**src/rtl/module_keypad_ctrl_pkg.sv**
```systemverilog
// Shared types and constants for the 4x4 keypad scan controller.
package pkg_keypad;

    typedef enum logic [1:0] {
        SCAN     = 2'd0,
        DEBOUNCE = 2'd1,
        PRESENT  = 2'd2,
        RELEASE  = 2'd3
    } kp_state_t;

    localparam int KEY_W  = 4;
    localparam int N_ROWS = 4;
    localparam int N_COLS = 4;

    // Lowest-numbered active-low row wins when several rows are pressed.
    function automatic logic [1:0] first_low(input logic [N_ROWS-1:0] rows);
        logic [1:0] idx;
        idx = 2'd0;
        for (int i = N_ROWS - 1; i >= 0; i--) begin
            if (!rows[i]) begin
                idx = 2'(i);
            end
        end
        return idx;
    endfunction

endpackage

```
**src/rtl/module_keypad_ctrl_if.sv**
```systemverilog
// Key-code handshake between the keypad scanner and the operand-capture logic.
interface module_keypad_ctrl_if;
    import pkg_keypad::*;

    logic [KEY_W-1:0] key_code;
    logic             key_valid;
    logic             key_ready;

    modport master (output key_code, output key_valid, input key_ready);
    modport slave  (input key_code, input key_valid, output key_ready);
endinterface

```
**src/rtl/module_keypad_ctrl_sync.sv**
```systemverilog
// Parameterized two-flop synchronizer; resets to all ones to match idle pulled-up rows.
module module_sync_2ff #(
    parameter int WIDTH = 4
) (
    input  logic             clk,
    input  logic             rst,
    input  logic [WIDTH-1:0] d_i,
    output logic [WIDTH-1:0] q_o
);
    logic [WIDTH-1:0] ff1_q;
    logic [WIDTH-1:0] ff2_q;

    // Two-stage capture of the asynchronous input
    always_ff @(posedge clk) begin
        if (!rst) begin
            ff1_q <= '1;
            ff2_q <= '1;
        end else begin
            ff1_q <= d_i;
            ff2_q <= ff1_q;
        end
    end

    assign q_o = ff2_q;
endmodule

```
**src/rtl/module_keypad_ctrl.sv**
```systemverilog
// 4x4 keypad scanner: rotates column drive, debounces press and release,
// and hands the accepted key code over a valid/ready handshake.
module module_keypad_ctrl
    import pkg_keypad::*;
#(
    parameter int SCAN_DIV        = 1000,
    parameter int DEBOUNCE_CYCLES = 270000
) (
    input  logic                clk,
    input  logic                rst,
    input  logic [N_ROWS-1:0]   row_in,
    output logic [N_COLS-1:0]   col_out,
    output logic                scanning,
    module_keypad_ctrl_if.master kp
);
    localparam int DIV_W = $clog2(SCAN_DIV);
    localparam int CNT_W = $clog2(DEBOUNCE_CYCLES + 1);
    localparam logic [DIV_W-1:0] DIV_LAST = DIV_W'(SCAN_DIV - 1);
    localparam logic [CNT_W-1:0] CNT_LAST = CNT_W'(DEBOUNCE_CYCLES - 1);

    logic [N_ROWS-1:0] row_s;
    logic              any_low_s;
    logic              all_high_s;

    kp_state_t         state_q, state_d;
    logic [1:0]        col_q, col_d;
    logic [DIV_W-1:0]  div_q, div_d;
    logic [CNT_W-1:0]  cnt_q, cnt_d;
    logic [1:0]        row_idx_q, row_idx_d;
    logic [KEY_W-1:0]  code_q, code_d;
    logic              valid_q, valid_d;
    logic              scan_q, scan_d;
    logic [N_COLS-1:0] col_out_q, col_out_d;

    module_sync_2ff #(.WIDTH(N_ROWS)) u_row_sync (
        .clk (clk),
        .rst (rst),
        .d_i (row_in),
        .q_o (row_s)
    );

    assign any_low_s  = ~(&row_s);
    assign all_high_s = &row_s;

    // Next-state logic; a press seen in SCAN pre-empts a divider terminal count
    always_comb begin
        state_d   = state_q;
        col_d     = col_q;
        div_d     = div_q;
        cnt_d     = cnt_q;
        row_idx_d = row_idx_q;
        code_d    = code_q;
        case (state_q)
            SCAN: begin
                if (any_low_s) begin
                    row_idx_d = first_low(row_s);
                    cnt_d     = '0;
                    state_d   = DEBOUNCE;
                end else if (div_q == DIV_LAST) begin
                    div_d = '0;
                    col_d = col_q + 2'd1;
                end else begin
                    div_d = div_q + DIV_W'(1);
                end
            end
            DEBOUNCE: begin
                if (row_s[row_idx_q]) begin
                    state_d = SCAN;
                end else if (cnt_q == CNT_LAST) begin
                    code_d  = {row_idx_q, col_q};
                    state_d = PRESENT;
                end else begin
                    cnt_d = cnt_q + CNT_W'(1);
                end
            end
            PRESENT: begin
                if (kp.key_ready) begin
                    cnt_d   = '0;
                    state_d = RELEASE;
                end else begin
                    state_d = PRESENT;
                end
            end
            RELEASE: begin
                if (!all_high_s) begin
                    cnt_d = '0;
                end else if (cnt_q == CNT_LAST) begin
                    div_d   = '0;
                    col_d   = col_q + 2'd1;
                    state_d = SCAN;
                end else begin
                    cnt_d = cnt_q + CNT_W'(1);
                end
            end
            default: begin
                state_d = SCAN;
            end
        endcase

        valid_d   = (state_d == PRESENT);
        scan_d    = (state_d == SCAN);
        col_out_d = ~(N_COLS'(1) << col_d);
    end

    // State, counters and registered outputs
    always_ff @(posedge clk) begin
        if (!rst) begin
            state_q   <= SCAN;
            col_q     <= 2'd0;
            div_q     <= '0;
            cnt_q     <= '0;
            row_idx_q <= 2'd0;
            code_q    <= '0;
            valid_q   <= 1'b0;
            scan_q    <= 1'b1;
            col_out_q <= 4'b1110;
        end else begin
            state_q   <= state_d;
            col_q     <= col_d;
            div_q     <= div_d;
            cnt_q     <= cnt_d;
            row_idx_q <= row_idx_d;
            code_q    <= code_d;
            valid_q   <= valid_d;
            scan_q    <= scan_d;
            col_out_q <= col_out_d;
        end
    end

    assign col_out      = col_out_q;
    assign scanning     = scan_q;
    assign kp.key_code  = code_q;
    assign kp.key_valid = valid_q;
endmodule

```
**src/flat_wrapper.sv**
```systemverilog
// flat-port wrapper written by rule: the top's interface ports become plain ports
module module_keypad_ctrl_flat import pkg_keypad::*;
#(
    parameter int SCAN_DIV        = 1000,
    parameter int DEBOUNCE_CYCLES = 270000
)
  (clk, rst, row_in, col_out, scanning, kp_key_code, kp_key_valid, kp_key_ready);
  module_keypad_ctrl_if kp_i ();
  input  logic clk;
  input  logic rst;
  input  logic [N_ROWS-1:0] row_in;
  output logic [N_COLS-1:0] col_out;
  output logic scanning;
  output wire logic [$bits(kp_i.key_code)-1:0] kp_key_code;
  output wire logic [$bits(kp_i.key_valid)-1:0] kp_key_valid;
  input wire logic [$bits(kp_i.key_ready)-1:0] kp_key_ready;
  assign kp_key_code = kp_i.key_code;
  assign kp_key_valid = kp_i.key_valid;
  assign kp_i.key_ready = kp_key_ready;
  module_keypad_ctrl #(.SCAN_DIV(SCAN_DIV), .DEBOUNCE_CYCLES(DEBOUNCE_CYCLES)) u_core (.clk(clk), .rst(rst), .row_in(row_in), .col_out(col_out), .scanning(scanning), .kp(kp_i));
endmodule
```
**config.mk**
```make
export PLATFORM = sky130hd
export DESIGN_NAME = module_keypad_ctrl_flat
export DESIGN_NICKNAME = d
export VERILOG_FILES = /design/src/rtl/module_keypad_ctrl_pkg.sv /design/src/rtl/module_keypad_ctrl_if.sv /design/src/rtl/module_keypad_ctrl_sync.sv /design/src/rtl/module_keypad_ctrl.sv /design/src/flat_wrapper.sv
export SDC_FILE = /design/constraint.sdc
export NUM_CORES = 1
export LEC_CHECK = 0
export CORE_MARGIN = 2
export CORE_UTILIZATION = 55
export DETAILED_ROUTE_END_ITERATION = 8
export GPL_TIMING_DRIVEN = 0
export PLACE_DENSITY = 0.83
export SKIP_CTS_REPAIR_TIMING = 1
export SLEW_MARGIN = 20
export SYNTH_ARGS = -nofsm -noshare
export SYNTH_HDL_FRONTEND = slang
export SYNTH_SLANG_ARGS = --single-unit
export TNS_END_PERCENT = 100
```
**constraint.sdc**
```tcl
create_clock -name clk -period 2.5 [get_ports clk]
set_input_delay 0.75 -clock clk [delete_from_list [all_inputs] [get_ports clk]]
set_output_delay 0.75 -clock clk [all_outputs]
set_load 0.02 [all_outputs]
```
==> results of run 1 <==
[area by class of cell]
cell class / count / share of cell area
repair buffers: 21 / 0.06726
well taps: 52 / 0.02214
clock buffers: 8 / 0.02725
plain buffers: 11 / 0.01575
flip-flops and latches: 53 / 0.3610
multi-input cells: 224 / 0.4977
inverters: 7 / 0.008940
[cell families (layout without fill, tap and decap cells)]
| group | count (synthesis) | in the layout | share of synthesized area |
|---|---|---|---|
| mux | 6 | 6 | 0.02820 |
| flops | 53 | 53 | 0.4123 |
| fa+ha+maj | 7 | 7 | 0.03403 |
| compound gates | 44 | 44 | 0.1172 |
| xor+xnor | 23 | 23 | 0.07827 |
| simple gates | 144 | 144 | 0.3034 |
| buf+inv | 18 | 47 | 0.02674 |
[power breakdown]
| part | leakage (µW) | total [µW] | internal [µW] | switching, µW |
|---|---|---|---|---|
| registers | 0.000430 | 886 | 867 | 19.1 |
| logic | 0.000622 | 216 | 91.9 | 125 |
| clock network | 0.0000395 | 462 | 199 | 262 |
| total | 0.00109 | 1560 | 1160 | 406 |
[worst max path at each step]
stage / startpoint / end / slack, ns / cells after the start
after detailed placement: kp_key_ready / u_core.cnt_q[5]$_SDFFE_PN0P_ / -0.32 / 8
after floorplan: u_core.cnt_q[4]$_SDFFE_PN0P_ / u_core.col_q[0]$_SDFF_PN0_ / 0.28 / 6
after global routing: kp_key_ready / u_core.cnt_q[4]$_SDFFE_PN0P_ / 0.05 / 8
after global placement: kp_key_ready / u_core.cnt_q[5]$_SDFFE_PN0P_ / -0.28 / 8
after CTS: u_core.state_q[1]$_SDFF_PN0_ / u_core.cnt_q[6]$_SDFFE_PN0P_ / -0.04 / 8
final: kp_key_ready / u_core.cnt_q[5]$_SDFFE_PN0P_ / 0.12 / 8
[flip-flops by register name, indices dropped and copies added, names as in the netlist]
name                     flops
u_core.u_row_sync.q_o        4
u_core.state_q               2
u_core.div_q                10
u_core.scanning              1
u_core.u_row_sync.ff1_q      4
u_core.col_q                 2
u_core.kp.key_valid          1
u_core.cnt_q                19
u_core.row_idx_q             2
u_core.kp.key_code           4
u_core.col_out               4
[through the flow]
step           setup WS, ns  hold slack [ns]  area [µm²]  total power (µW)
3_3_place_gp        -0.2803           0.3885        2799              1096
3_5_place_dp        -0.3222           0.3958        2799              1102
4_1_cts            -0.04498           0.4164        2879              1561
5_1_grt             0.05361           0.4393        2939              1644
2_1_floorplan        0.2756           0.3863        2574              1048
6_report             0.1172           0.4116        2939              1564
[placed cells by master, fill, tap and decap left out, types with 6 or more instances in the layout]
master	synthesis	final
o21ai_0	6	6
inv_1	7	7
and3_1	7	7
clkbuf_1	10	12
nand3_1	11	11
a31oi_1	7	7
dfxtp_1	53	53
xnor2_1	10	10
a21oi_1	10	10
nor3_1	11	11
nand2_1	22	22
nand4_1	12	12
ha_1	7	7
nand2b_1	9	9
nor2_1	39	39
nor2b_1	8	8
xor2_1	13	13
clkdlybuf4s50_1	0	16
[critical path, stage by stage]
cell and delay [ns]:
clkdlybuf4s50_1 0.53, nor2b_1 0.09, a221o_1 0.40, a21oi_4 0.22, clkbuf_4 0.25, nand3_1 0.11, xor2_1 0.16, nor2_1 0.05
[metal layers]
metal,global-route usage,vias up,routed length (µm)
met5,0,-,0
met4,0.09259,0,89
met3,0.05556,5,215
met2,0.3119,48,2349
met1,0.2635,998,2325
li1,-,1096,-
==> impl_metrics.csv, run 1 <==
group,metric,value,unit
setup_path,reg2reg_depth,6,
setup_path,critPathKind,"input port to flop",
floorplanning,die_h,72.41,µm
power,leakagePower,0.001092,µW
synth,avgSynthCellArea,8.724,µm²
cells_and_area,syn_to_final_growth,14.20,%
cells_and_area,fin_cells,376,
sta,setup_tns,0,ns
setup_path,r2r-start,"u_core.cnt_q[4]$_SDFFE_PN0P_",
run_status,status,"finished, final reports clean",
synth,yosysTopAreaCell,"dfxtp_1",
placement,dp.cells,363,
cells_and_area,multi_input_area,1463,µm²
synth,synth_edf_count,0,
cts,htree_levels,2,
route,vias_per_cell,5.710,
floorplanning,die_area,5242,µm²
floorplanning,die_w,72.41,µm
grt,grt_pass1_vias,1857,
cts,clock_latency,0.31,ns
cts,clk_pin_slew_worst_paths,0.08,ns
setup_path,crit_fanout,10,
sta,final-max-slew-violation-count,0,
power,p_per_area,532.3,nW/µm²
power,ir_worst_vdd,0.4758,mV
synth,yosysTopAreaCellShare,0.4123,
route,postRouteAntennaNets,0,
min_path,holdCritStartpoint,"u_core.u_row_sync.ff1_q[0]$_SDFF_PN1_",
route,drt_drc_violations_left,0,
cts,numClockSinks,53,
grt,globalRouteOverflowTotal,0,
floorplanning,initial_utilization,0.5791,
synth,syn_nets,309,
floorplanning,core-area,4444,µm²
synth,async_flop_share,0,
floorplanning,ios,17,
cells_and_area,fillers,367,
sta,setup_viol,0,
synth,ys_seq_area_frac,0.4123,
setup_path,r2r_end,"u_core.col_q[0]$_SDFF_PN0_",
setup_path,arrival,2.57,ns
grt,grt_pass1_wl,8.238,mm
grt,antenna_found_initial,0,
cells_and_area,antenna_cells,0,
route,vias,2147,
synth,synthTopCellsByArea,"dfxtp_1 41%, nor2_1 5.7%, xor2_1 4.4%",
cells_and_area,fin_util,0.6613,
cts,cts_max_path_buffers,2,
route,totalWireLength,4.980,mm
sta,fmaxAchievable,419.7,MHz
cts,tritoncts,"yes",
min_path,hold_end,"u_core.u_row_sync.q_o[0]$_SDFF_PN1_",
cells_and_area,finish.net_count,337,
sta,rsz0062_at_grt,"no",
cts,cts_made_buffers,5,
setup_path,cp-end-kind,"flop",
min_path,worstHoldPathType,"flop to flop",
synth,yosysMostFrequentCell,"dfxtp_1",
setup_path,r2r_setup_slack,0.21,ns
setup_path,required,2.68,ns
grt,grt_max_degree,15,
synth,syn-cell-area,2574,µm²
sta,hold_viol_final,0,
sta,skew,0.005714,ns
sta,period_needed,2.383,ns
synth,postSynthCellCount,295,
route,dr.pass1.iters,4,
cells_and_area,drive_gt1_frac,0.06173,
synth,yosys-top-cells-count,"53 x dfxtp_1, 39 x nor2_1, 22 x nand2_1",
job,cap_violations,0,
synth,synthFlopType,"dfxtp_1",
synth,ys_seq_elements,53,
route,drt_iter0_drc,119,
placement,port_buffers,16,
grt,grt.total_usage,0.2019,
placement,gp_congestion,0.8756,
sta,worst_pin_slew,0.5542,ns
synth,ys_types,49,
min_path,hold_depth,1,
cts,cts_root_buffer,"clkbuf_8",
setup_path,setup.worst_path.start_class,"input port",
synth,yosys_warnings,0,
floorplanning,core.rowCount,24,
sta,relSlewSlack,0.6283,
route,drt-wirelength-per-cell,13.24,µm
cells_and_area,seq_area,1061,µm²
placement,hpwl,3.467,mm
sta,fin_crit_sh,0.9531,
Note: power is estimated with default switching activity, not from simulation.
==> run 2, diff against run 1 <==
--- a/config.mk
+++ b/config.mk
@@ -14,5 +14,6 @@
 export SLEW_MARGIN = 20
 export SYNTH_ARGS = -nofsm -noshare
 export SYNTH_HDL_FRONTEND = slang
+export SYNTH_HIERARCHICAL = 1
 export SYNTH_SLANG_ARGS = --single-unit
 export TNS_END_PERCENT = 100
==> impl_metrics.csv, run 2 <==
group,metric,value,unit
run_status,status,"finished, final reports clean",
synth,yosys-top-cells-count,"53 x dfxtp_1, 20 x nand2_1, 18 x a21oi_1, 18 x nor2_1, 17 x o21ai_0",
power,p_per_area,590.3,nW/µm²
placement,port_buffers,16,
grt,grt_pass1_wl,8.763,mm
synth,ys_types,57,
sta,fin_crit_sh,0.9694,
cells_and_area,reg_top3,"u_core/cnt_q: 19 flops, u_core/div_q: 10 flops",
synth,yosysMostFrequentCell,"dfxtp_1",
placement,hpwl,3.750,mm
route,postRouteAntennaNets,0,
cells_and_area,fillers,392,
synth,synthFlopType,"dfxtp_1",
floorplanning,die_area,5349,µm²
synth,yosysTopAreaCellShare,0.4036,
synth,yosysTopAreaCell,"dfxtp_1",
cts,tritoncts,"yes",
route,wl_met3,206,µm
cts,cts_made_buffers,5,
cells_and_area,fin_cells,375,
setup_path,crit_fanout,10,
cells_and_area,regMostFlops,"u_core/cnt_q",
route,dr_wl_met2,2.425,mm
sta,worst_pin_slew,0.7223,ns
power,ir_worst_vdd,0.5324,mV
cells_and_area,drive_gt1_frac,0.09034,
floorplanning,initial_utilization,0.5640,
route,m1WireLength,2.645,mm
synth,yosys_warnings,6,
cts,htree_levels,2,
floorplanning,core-area,4661,µm²
route,dr.pass1.iters,4,
cts,numClockSinks,53,
sta,fmaxAchievable,412.6,MHz
grt,grt.total_usage,0.2070,
cells_and_area,multi_input_area,1511,µm²
synth,synth_edf_count,0,
grt,antenna_found_initial,0,
sta,relSlewSlack,0.5177,
synth,synthTopCellsByArea,"dfxtp_1 40%, a21oi_1 3.4%, o21ai_0 3.2%",
grt,grt_max_degree,17,
cells_and_area,antenna_cells,0,
cells_and_area,largest_reg_flops,19,
synth,avgSynthCellArea,8.911,µm²
power,finalPower,1788,µW
placement,gp_congestion,0.8208,
route,drt_drc_violations_left,0,
setup_path,arrival,2.68,ns
synth,ys_seq_area_frac,0.4036,
floorplanning,core.rowCount,25,
route,drt_iter0_drc,136,
cts,cts_root_buffer,"clkbuf_8",
power,leakagePower,0.001069,µW
floorplanning,ios,17,
cts,cts_max_path_buffers,2,
synth,postSynthCellCount,295,
grt,grt_pass1_vias,1935,
grt,globalRouteOverflowTotal,0,
sta,hold_viol_final,0,
floorplanning,die_w,73.14,µm
floorplanning,die_h,73.14,µm
synth,ys_seq_elements,53,
setup_path,required,2.75,ns
setup_path,setup.worst_path.start_class,"input port",
job,cap_violations,0,
cells_and_area,finish.net_count,333,
setup_path,critPathKind,"input port to flop",
synth,syn_nets,308,
placement,dp.cells,365,
route,totalWireLength,5.312,mm
cells_and_area,seq_area,1061,µm²
cells_and_area,syn_to_final_growth,15.23,%
route,vias,2257,
route,highest_layer,"met4",
route,vias_per_cell,6.019,
min_path,worstHoldPathType,"flop to flop",
cts,clk_pin_slew_worst_paths,0.09,ns
cells_and_area,layout_commonest_cell,"dfxtp_1",
cells_and_area,layout_common_cells,"53 x dfxtp_1, 20 x nand2_1, 18 x nor2_1, 18 x a21oi_1, 17 x o21ai_0",
setup_path,cp-end-kind,"flop",
sta,rsz0062_at_grt,"yes",
sta,final-max-slew-violation-count,0,
sta,period_needed,2.423,ns
cts,clock_latency,0.30,ns
sta,skew,0.003374,ns
synth,async_flop_share,0,
sta,setup_viol,0,
synth,syn-cell-area,2629,µm²
route,drt-wirelength-per-cell,14.17,µm
[run 2: kinds of logic (layout without fill, tap and decap cells)]
family          Yosys count  after routing  share of synthesized area
buf+inv                  20             46                    0.02951
flops                    53             53                     0.4036
mux                       7              7                    0.03141
compound gates           80             80                     0.2161
xor+xnor                  7              7                    0.02332
simple gates            122            122                     0.2675
fa+ha+maj                 6              6                    0.02856
[run 2: metal layers]
layer  up-vias  GRT usage
met5         -          0
met4         0    0.07407
met3         4    0.04282
met2        45     0.3133
met1      1058     0.2907
li1       1150          -
[run 2: per-stage QoR]
step | setup TNS, ns | util | cell area, µm² | hold slack (ns) | worst slack [ns]
finish | 0 | 0.6499 | 3029 | 0.4167 | 0.07662
global route | -0.008074 | 0.6499 | 3029 | 0.4265 | -0.005686
CTS | -0.03829 | 0.6416 | 2990 | 0.4173 | -0.03205
detailed placement | -7.168 | 0.6129 | 2856 | 0.3952 | -0.3553
global placement | -6.313 | 0.6129 | 2856 | 0.3879 | -0.3091
floorplan | 0 | - | 2629 | 0.3863 | 0.4114
[run 2: worst max-delay path, cell delays in order]
cell and delay [ns]:
clkdlybuf4s50_1 0.50, and2b_2 0.26, a221oi_4 0.35, o21ai_2 0.22, or4_1 0.51, nand2_1 0.07
[run 2: power breakdown]
part | leakage, µW | internal [µW] | switching [µW] | total [µW]
logic | 0.000571 | 92.0 | 137 | 229
clock network | 0.0000681 | 397 | 275 | 672
registers | 0.000430 | 868 | 19.5 | 887
[run 2: final cells by class]
class,count,area share
buffer,11,0.01528
clock buffer,5,0.02272
clock inverter,3,0.02148
inverter,9,0.01115
multi-input combinational,222,0.4990
sequential,53,0.3503
tap,54,0.02230
timing repair buffer,18,0.05783
[run 2: worst paths after layout]
kind / from / end / slack, ns / depth (start not counted)
worst max register to register: u_core/cnt_q[18]$_SDFFE_PN0P_ / u_core/col_q[1]$_SDFF_PN0_ / 0.18 / 6
worst min register to register: u_core/u_row_sync/ff1_q[0]$_SDFF_PN1_ / u_core/u_row_sync/q_o[0]$_SDFF_PN1_ / 0.42 / 1
worst min-delay path: u_core/u_row_sync/ff1_q[0]$_SDFF_PN1_ / u_core/u_row_sync/q_o[0]$_SDFF_PN1_ / 0.42 / 1
worst max-delay path: kp_key_ready / u_core/cnt_q[6]$_SDFFE_PN0P_ / 0.08 / 6
